### src/rtl/video_stream_sink.sv
// AXI4-Stream video terminator: checks SOF/EOL framing against an X_SIZE x Y_SIZE raster, counts frames/errors, latches per-frame checksum.
// One-cycle update latency after each accept; tready is registered and shaped by ready_mode.
module video_stream_sink #(
    parameter int          DATA_WIDTH = 32,
    parameter int          X_SIZE     = 1280,
    parameter int          Y_SIZE     = 720,
    parameter int          CNT_WIDTH  = 16,
    parameter int          TIMEOUT    = 1000,
    parameter logic [15:0] LFSR_SEED  = 16'hACE1
) (
    input  logic                    in_stream_aclk,
    input  logic                    periph_resetn,
    input  logic [DATA_WIDTH-1:0]   in_stream_tdata,
    input  logic [DATA_WIDTH/8-1:0] in_stream_tkeep,
    input  logic                    in_stream_tuser,
    input  logic                    in_stream_tlast,
    input  logic                    in_stream_tvalid,
    output logic                    in_stream_tready,
    input  logic [1:0]              ready_mode,
    output logic                    locked,
    output logic [15:0]             x_pos,
    output logic [15:0]             y_pos,
    output logic [CNT_WIDTH-1:0]    frame_count,
    output logic [CNT_WIDTH-1:0]    sof_err_count,
    output logic [CNT_WIDTH-1:0]    eol_err_count,
    output logic                    timeout,
    output logic                    frame_done,
    output logic [31:0]             frame_checksum
);
    localparam int IW = $clog2(TIMEOUT + 1);

    typedef enum logic {S_HUNT, S_LOCKED} state_t;

    state_t                 r_state;
    state_t                 w_state_nxt;
    logic                   r_rst_meta;
    logic                   r_rst_sync;
    logic                   r_ready;
    logic [15:0]            r_lfsr;
    logic [15:0]            r_x;
    logic [15:0]            r_y;
    logic [CNT_WIDTH-1:0]   r_frames;
    logic [CNT_WIDTH-1:0]   r_sof_err;
    logic [CNT_WIDTH-1:0]   r_eol_err;
    logic [IW-1:0]          r_idle;
    logic                   r_timeout;
    logic                   r_done;
    logic [31:0]            r_sum;
    logic [31:0]            r_checksum;

    logic                   w_unused;
    logic                   w_accept;
    logic                   w_take;
    logic                   w_origin;
    logic                   w_resync;
    logic                   w_sof_err;
    logic [15:0]            w_bx;
    logic [15:0]            w_by;
    logic [31:0]            w_sum_new;
    logic                   w_at_eol;
    logic                   w_line_end;
    logic                   w_eol_err;
    logic                   w_frame_end;
    logic                   w_ready_nxt;

    function automatic logic [CNT_WIDTH-1:0] sat_inc(input logic [CNT_WIDTH-1:0] v);
        return (&v) ? v : v + 1'b1;
    endfunction

    assign w_unused = ^in_stream_tkeep;

    // Async assert, release re-timed to the clock before it reaches the datapath.
    always_ff @(posedge in_stream_aclk or negedge periph_resetn) begin
        if (!periph_resetn) begin
            r_rst_meta <= 1'b0;
            r_rst_sync <= 1'b0;
        end else begin
            r_rst_meta <= 1'b1;
            r_rst_sync <= r_rst_meta;
        end
    end

    assign w_accept    = in_stream_tvalid & r_ready;
    assign w_take      = w_accept & ((r_state == S_LOCKED) | in_stream_tuser);
    assign w_origin    = (r_x == 16'd0) && (r_y == 16'd0);
    // A SOF found away from the origin (or the first SOF in HUNT) restarts the raster here.
    assign w_resync    = (r_state == S_HUNT) || (in_stream_tuser && !w_origin);
    assign w_sof_err   = (r_state == S_LOCKED) && (w_origin ? !in_stream_tuser : in_stream_tuser);
    assign w_bx        = w_resync ? 16'd0 : r_x;
    assign w_by        = w_resync ? 16'd0 : r_y;
    assign w_sum_new   = (w_resync ? 32'd0 : r_sum) + 32'(in_stream_tdata);
    assign w_at_eol    = (w_bx == 16'(X_SIZE - 1));
    assign w_line_end  = w_at_eol | in_stream_tlast;
    assign w_eol_err   = w_at_eol ^ in_stream_tlast;
    assign w_frame_end = w_line_end && (w_by == 16'(Y_SIZE - 1));

    always_comb begin
        w_ready_nxt = 1'b0;
        case (ready_mode)
            2'd0:    w_ready_nxt = 1'b1;
            2'd1:    w_ready_nxt = r_lfsr[15];
            2'd2:    w_ready_nxt = in_stream_tvalid & ~r_ready;
            default: w_ready_nxt = 1'b0;
        endcase
    end

    always_ff @(posedge in_stream_aclk or negedge r_rst_sync) begin
        if (!r_rst_sync) r_state <= S_HUNT;
        else             r_state <= w_state_nxt;
    end

    always_comb begin
        w_state_nxt = r_state;
        if (r_state == S_HUNT && w_accept && in_stream_tuser)
            w_state_nxt = S_LOCKED;
    end

    always_ff @(posedge in_stream_aclk or negedge r_rst_sync) begin
        if (!r_rst_sync) begin
            r_ready    <= 1'b0;
            r_lfsr     <= LFSR_SEED;
            r_x        <= '0;
            r_y        <= '0;
            r_frames   <= '0;
            r_sof_err  <= '0;
            r_eol_err  <= '0;
            r_idle     <= '0;
            r_timeout  <= 1'b0;
            r_done     <= 1'b0;
            r_sum      <= '0;
            r_checksum <= '0;
        end else begin
            r_ready <= w_ready_nxt;
            r_lfsr  <= {r_lfsr[14:0], r_lfsr[15] ^ r_lfsr[13] ^ r_lfsr[12] ^ r_lfsr[10]};
            r_done  <= 1'b0;
            if (w_take) begin
                r_timeout <= 1'b0;
                if (w_sof_err) r_sof_err <= sat_inc(r_sof_err);
                if (w_eol_err) r_eol_err <= sat_inc(r_eol_err);
                if (w_line_end) begin
                    r_x <= '0;
                    if (w_frame_end) begin
                        r_y        <= '0;
                        r_frames   <= sat_inc(r_frames);
                        r_done     <= 1'b1;
                        r_checksum <= w_sum_new;
                        r_sum      <= '0;
                    end else begin
                        r_y   <= w_by + 16'd1;
                        r_sum <= w_sum_new;
                    end
                end else begin
                    r_x   <= w_bx + 16'd1;
                    r_y   <= w_by;
                    r_sum <= w_sum_new;
                end
            end
            if (r_state == S_LOCKED) begin
                if (in_stream_tvalid) begin
                    r_idle <= '0;
                end else begin
                    if (r_idle != IW'(TIMEOUT)) r_idle <= r_idle + 1'b1;
                    if (r_idle >= IW'(TIMEOUT - 1)) r_timeout <= 1'b1;
                end
            end
        end
    end

    assign in_stream_tready = r_ready;
    assign locked           = (r_state == S_LOCKED);
    assign x_pos            = r_x;
    assign y_pos            = r_y;
    assign frame_count      = r_frames;
    assign sof_err_count    = r_sof_err;
    assign eol_err_count    = r_eol_err;
    assign timeout          = r_timeout;
    assign frame_done       = r_done;
    assign frame_checksum   = r_checksum;
endmodule

### config.mk
export PLATFORM = sky130hd
export DESIGN_NAME = video_stream_sink
export DESIGN_NICKNAME = d
export VERILOG_FILES = /design/src/rtl/video_stream_sink.sv
export SDC_FILE = /design/constraint.sdc
export NUM_CORES = 1
export LEC_CHECK = 0
export CAP_MARGIN = 20
export CORE_MARGIN = 1.5
export CORE_UTILIZATION = 35
export DETAILED_ROUTE_END_ITERATION = 10
export GPL_TIMING_DRIVEN = 0
export HOLD_SLACK_MARGIN = 0.15
export MAX_ROUTING_LAYER = met4
export PLACE_DENSITY = 0.67
export SLEW_MARGIN = 20
export SYNTH_ARGS = -nofsm -noshare
export SYNTH_HDL_FRONTEND = slang
export SYNTH_SLANG_ARGS = --single-unit
### constraint.sdc
create_clock -name in_stream_aclk -period 16.7 [get_ports in_stream_aclk]
set_input_delay 3.34 -clock in_stream_aclk [delete_from_list [all_inputs] [get_ports in_stream_aclk]]
set_output_delay 3.34 -clock in_stream_aclk [all_outputs]
set_load 0.05 [all_outputs]
==> summary.md <==
| Metric | Value |
|---|---|
| Core Util, Final | `roughly 45%` |
| RSZ-0062 raised after global routing | `false` |
| Area growth, synth to finish | `28.2%` |
| Slew HR | `32.5%` |
| DP Area | `0.0115 mm²` |
| Main synth FF type | `dfrtp_1` |
| Area leader, netlist | `dfrtp_1` |
| Clock slew at reported path FFs | `80 ps` |
| Worst-Skew Late Latency | `450 ps` |
| Largest family of logic cells by synthesized area | `simple AND/OR/NAND/NOR gates` |
| Die area | `0.0281 mm²` |
| CP arrival | `9220 ps` |
| Simple-Gate Fraction of Synth Area | `21.4%` |
| CTS Buf Count | `17` |
| Final Cycle Share | `53.4%` |
| Post-CTS setup buffers | `0` |
| Longest Clk Path Bufs | `2` |
| Post-Synth Adder-Cell Area | `5.49%` |
| Dominant cells by area after synthesis | `dfrtp_1, nand2_1, o21ai_0` |
| Synth Area in XOR/XNOR | `7.77%` |
| Worst-Margin Slew | `1000 ps` |
| VDD IR max | `0.0000775 V` |
| First-pass GRT wire length | `43300 µm` |
| Multiplexer share of the synthesized area | `1.27%` |
| GP Congestion | `around 0.91` |
| Crit path kind | `input pin to flip-flop` |
| Ratio of cells with drive above 1 in the final layout | `5.33%` |
| Routed wire length | `26600 µm` |
| IO Pins | `159` |
| Share of flip-flops with an asynchronous set or reset | `100%` |
| Nets | `about 1300` |
| Min Tclk post-route | `8920 ps` |
| Pleak | `5.18 nW` |
| FMAX | `112 MHz` |
| Die X | `168 µm` |
| P per Cell Area | `121 mW/mm²` |
| Status | `completed` |
| Antenna fix cells | `0` |
| Clock Sinks | `between 150 and 200` |
| Vias per cell | `5.27` |
| Synthesis-stage register bit count | `176` |
| DRC viols | `0` |
| Crit path launch type | `input pin` |
| Slew Limit Fails | `0` |
| Commonest non-fill, non-tap cells in the layout | `dfrtp_1, clkdlybuf4s50_1, nand2_1, o21ai_0, xnor2_1` |
| Syn. warnings | `0` |
| Largest net degree at the start of global routing | `45` |
| Hold WS | `258 ps` |
| Number of global-route vias before repair | `7970` |
| Initial core utilization | `35.4%` |
| Port bufs | `~150` |
| First-pass DRT Iterations | `5` |
| Die height | `168 µm` |
| Hold_buf cts | `0` |
| Synthesized area | `around 0.0095 mm²` |
| Critical path data required time | `about 17000 ps` |
| TritonCTS clock tree | `yes` |
| Setup_tns | `0 ps` |
| Min-delay worst type | `flip-flop to async pin` |
| Post-Syn Nets | `1094` |
| CTS Root Cell | `clkbuf_16` |
| Core Footprint | `0.0267 mm²` |
| Max cap viols | `0` |
| Fill count | `2629` |
| Cells after Synth | `~1000` |
| Worst clock skew | `20.7 ps` |
| Post-synth EDFFs | `0` |
| Most common cell after layout, fill and taps aside | `dfrtp_1` |
| WL/cell | `17.3 µm` |
| Fin. Hold Viols | `0` |
| Antenna Nets Post-Route | `0` |
| Sequential area share after synthesis | `46.6%` |
| Initial DRC Count | `520` |
| Vias | `8126` |
| Max H-tree Level | `4` |
| Pre-CTS setup slack | `roughly 7300 ps` |
| Initial antenna violation count | `0` |
| Yosys cell types | `63` |
| Complex-gate fraction of the synthesized area | `approximately 15%` |
| Global Route Usage Sum | `20.1%` |
| Setup violators final | `0` |
| PostCTS Resize Cnt | `0` |
| Crit Path Max Fanout | `10` |
| Avg Inst Size Synth | `9.38 µm²` |
| Grt ovf | `0` |
| CP endpoint kind | `flip-flop` |
| Design area | `0.0122 mm²` |
| Site row count | `60` |
| Worst reg-to-reg setup slack | `9580 ps` |
| Yosys top cell area share | `44.4%` |
| Final HPWL DP | `19700 µm` |
| PnR worst setup slack | `7780 ps` |
[stage by stage]
| step | power, W | cells |
|---|---|---|
| finish | 0.00147 | 1541 |
| global route | 0.00157 | 1541 |
| CTS | 0.00148 | 1541 |
| detailed placement | 0.00106 | 1509 |
| global placement | 0.00105 | 1505 |
| floorplan | 0.000902 | 1010 |
[cells in the mapped netlist (6+ instances only)]
library cell  number
ha_1              40
nand4_1           19
mux2_2             8
o21ai_0          104
nand2_1          153
nor3_1            21
nand3_1           45
a31oi_1           11
a21oi_1           44
dfstp_2            8
and4_1            10
and3_1            19
dfrtp_1          168
xnor2_1           51
xor2_1            33
inv_1             19
o31ai_1           13
nor4_1            11
and2_1            45
nand2b_1           6
a22o_1            10
or3_1              8
clkbuf_1          37
nor2_1            45
o21a_1             7
[critical path, stage by stage]
cell and delay, ps:
clkdlybuf4s50_1 480, ha_1 280, nor2b_1 310, clkbuf_1 500, clkbuf_1 480, and2_1 210, ha_1 210, nand3_1 150
nor3_1 310, and4_1 290, nand4_1 130, ha_1 210, buf_2 180, nor2b_1 240, and4_1 220, clkbuf_1 300
nand3_1 350, nand2_1 420, clkbuf_1 440, o21ai_0 160
[sequential cells by signal (all words and copies together) (netlist names), 10 cells and up]
signal,flops
r_lfsr,16
sof_err_count,16
eol_err_count,16
x_pos,16
y_pos,16
r_sum,32
r_idle,10
frame_count,16
frame_checksum,32
[worst paths after layout]
check	endpoint	start	cells past startpoint
min in group in_stream_aclk	r_lfsr[2]$_DFF_PN0_	r_lfsr[1]$_DFF_PN0_	0
worst max-delay path	r_sum[30]$_DFFE_PN0P_	in_stream_tuser	20
worst max register to register	r_sum[30]$_DFFE_PN0P_	y_pos[10]$_DFFE_PN0P_	22
worst min register to register	sof_err_count[5]$_DFFE_PN0P_	r_rst_sync$_DFF_PN0_	0
max in group asynchronous	r_rst_sync$_DFF_PN0_	periph_resetn	1
worst min-delay path	sof_err_count[5]$_DFFE_PN0P_	r_rst_sync$_DFF_PN0_	0
[layer usage]
| layer | vias up | global-route usage [%] | routed length [µm] | part of all wire, % |
|---|---|---|---|---|
| met5 | - | - | 0 | 0 |
| met4 | 0 | 5.05 | 452 | 1.7 |
| met3 | 27 | 4.94 | 1570 | 5.9 |
| met2 | 241 | 31.6 | 12500 | 47 |
| met1 | 3909 | 26.0 | 12100 | 46 |
| li1 | 3949 | - | - | - |
[power breakdown]
part           switching (W)  total (W)  internal (W)
logic               0.000337   0.000538      0.000201
registers          0.0000404   0.000519      0.000479
clock network       0.000200   0.000416      0.000216
[cell families after synthesis]
kind of cell	after synthesis
xor+xnor	84
mux	11
compound gates	233
other cells	1
flops	176
fa+ha+maj	41
simple gates	403
buf+inv	61
[area by class of cell]
cell class	instances	area, µm²	area share [%]
Inverter	20	75.1	0.618
Sequential cell	176	4420	36.4
Clock inverter	15	184	1.51
Multi-Input combinational cell	773	4830	39.8
Buffer	41	159	1.31
Timing Repair Buffer	158	1630	13.4
Tap cell	341	427	3.51
Clock buffer	17	425	3.50
No activity file was read; power rests on OpenSTA's default activity.
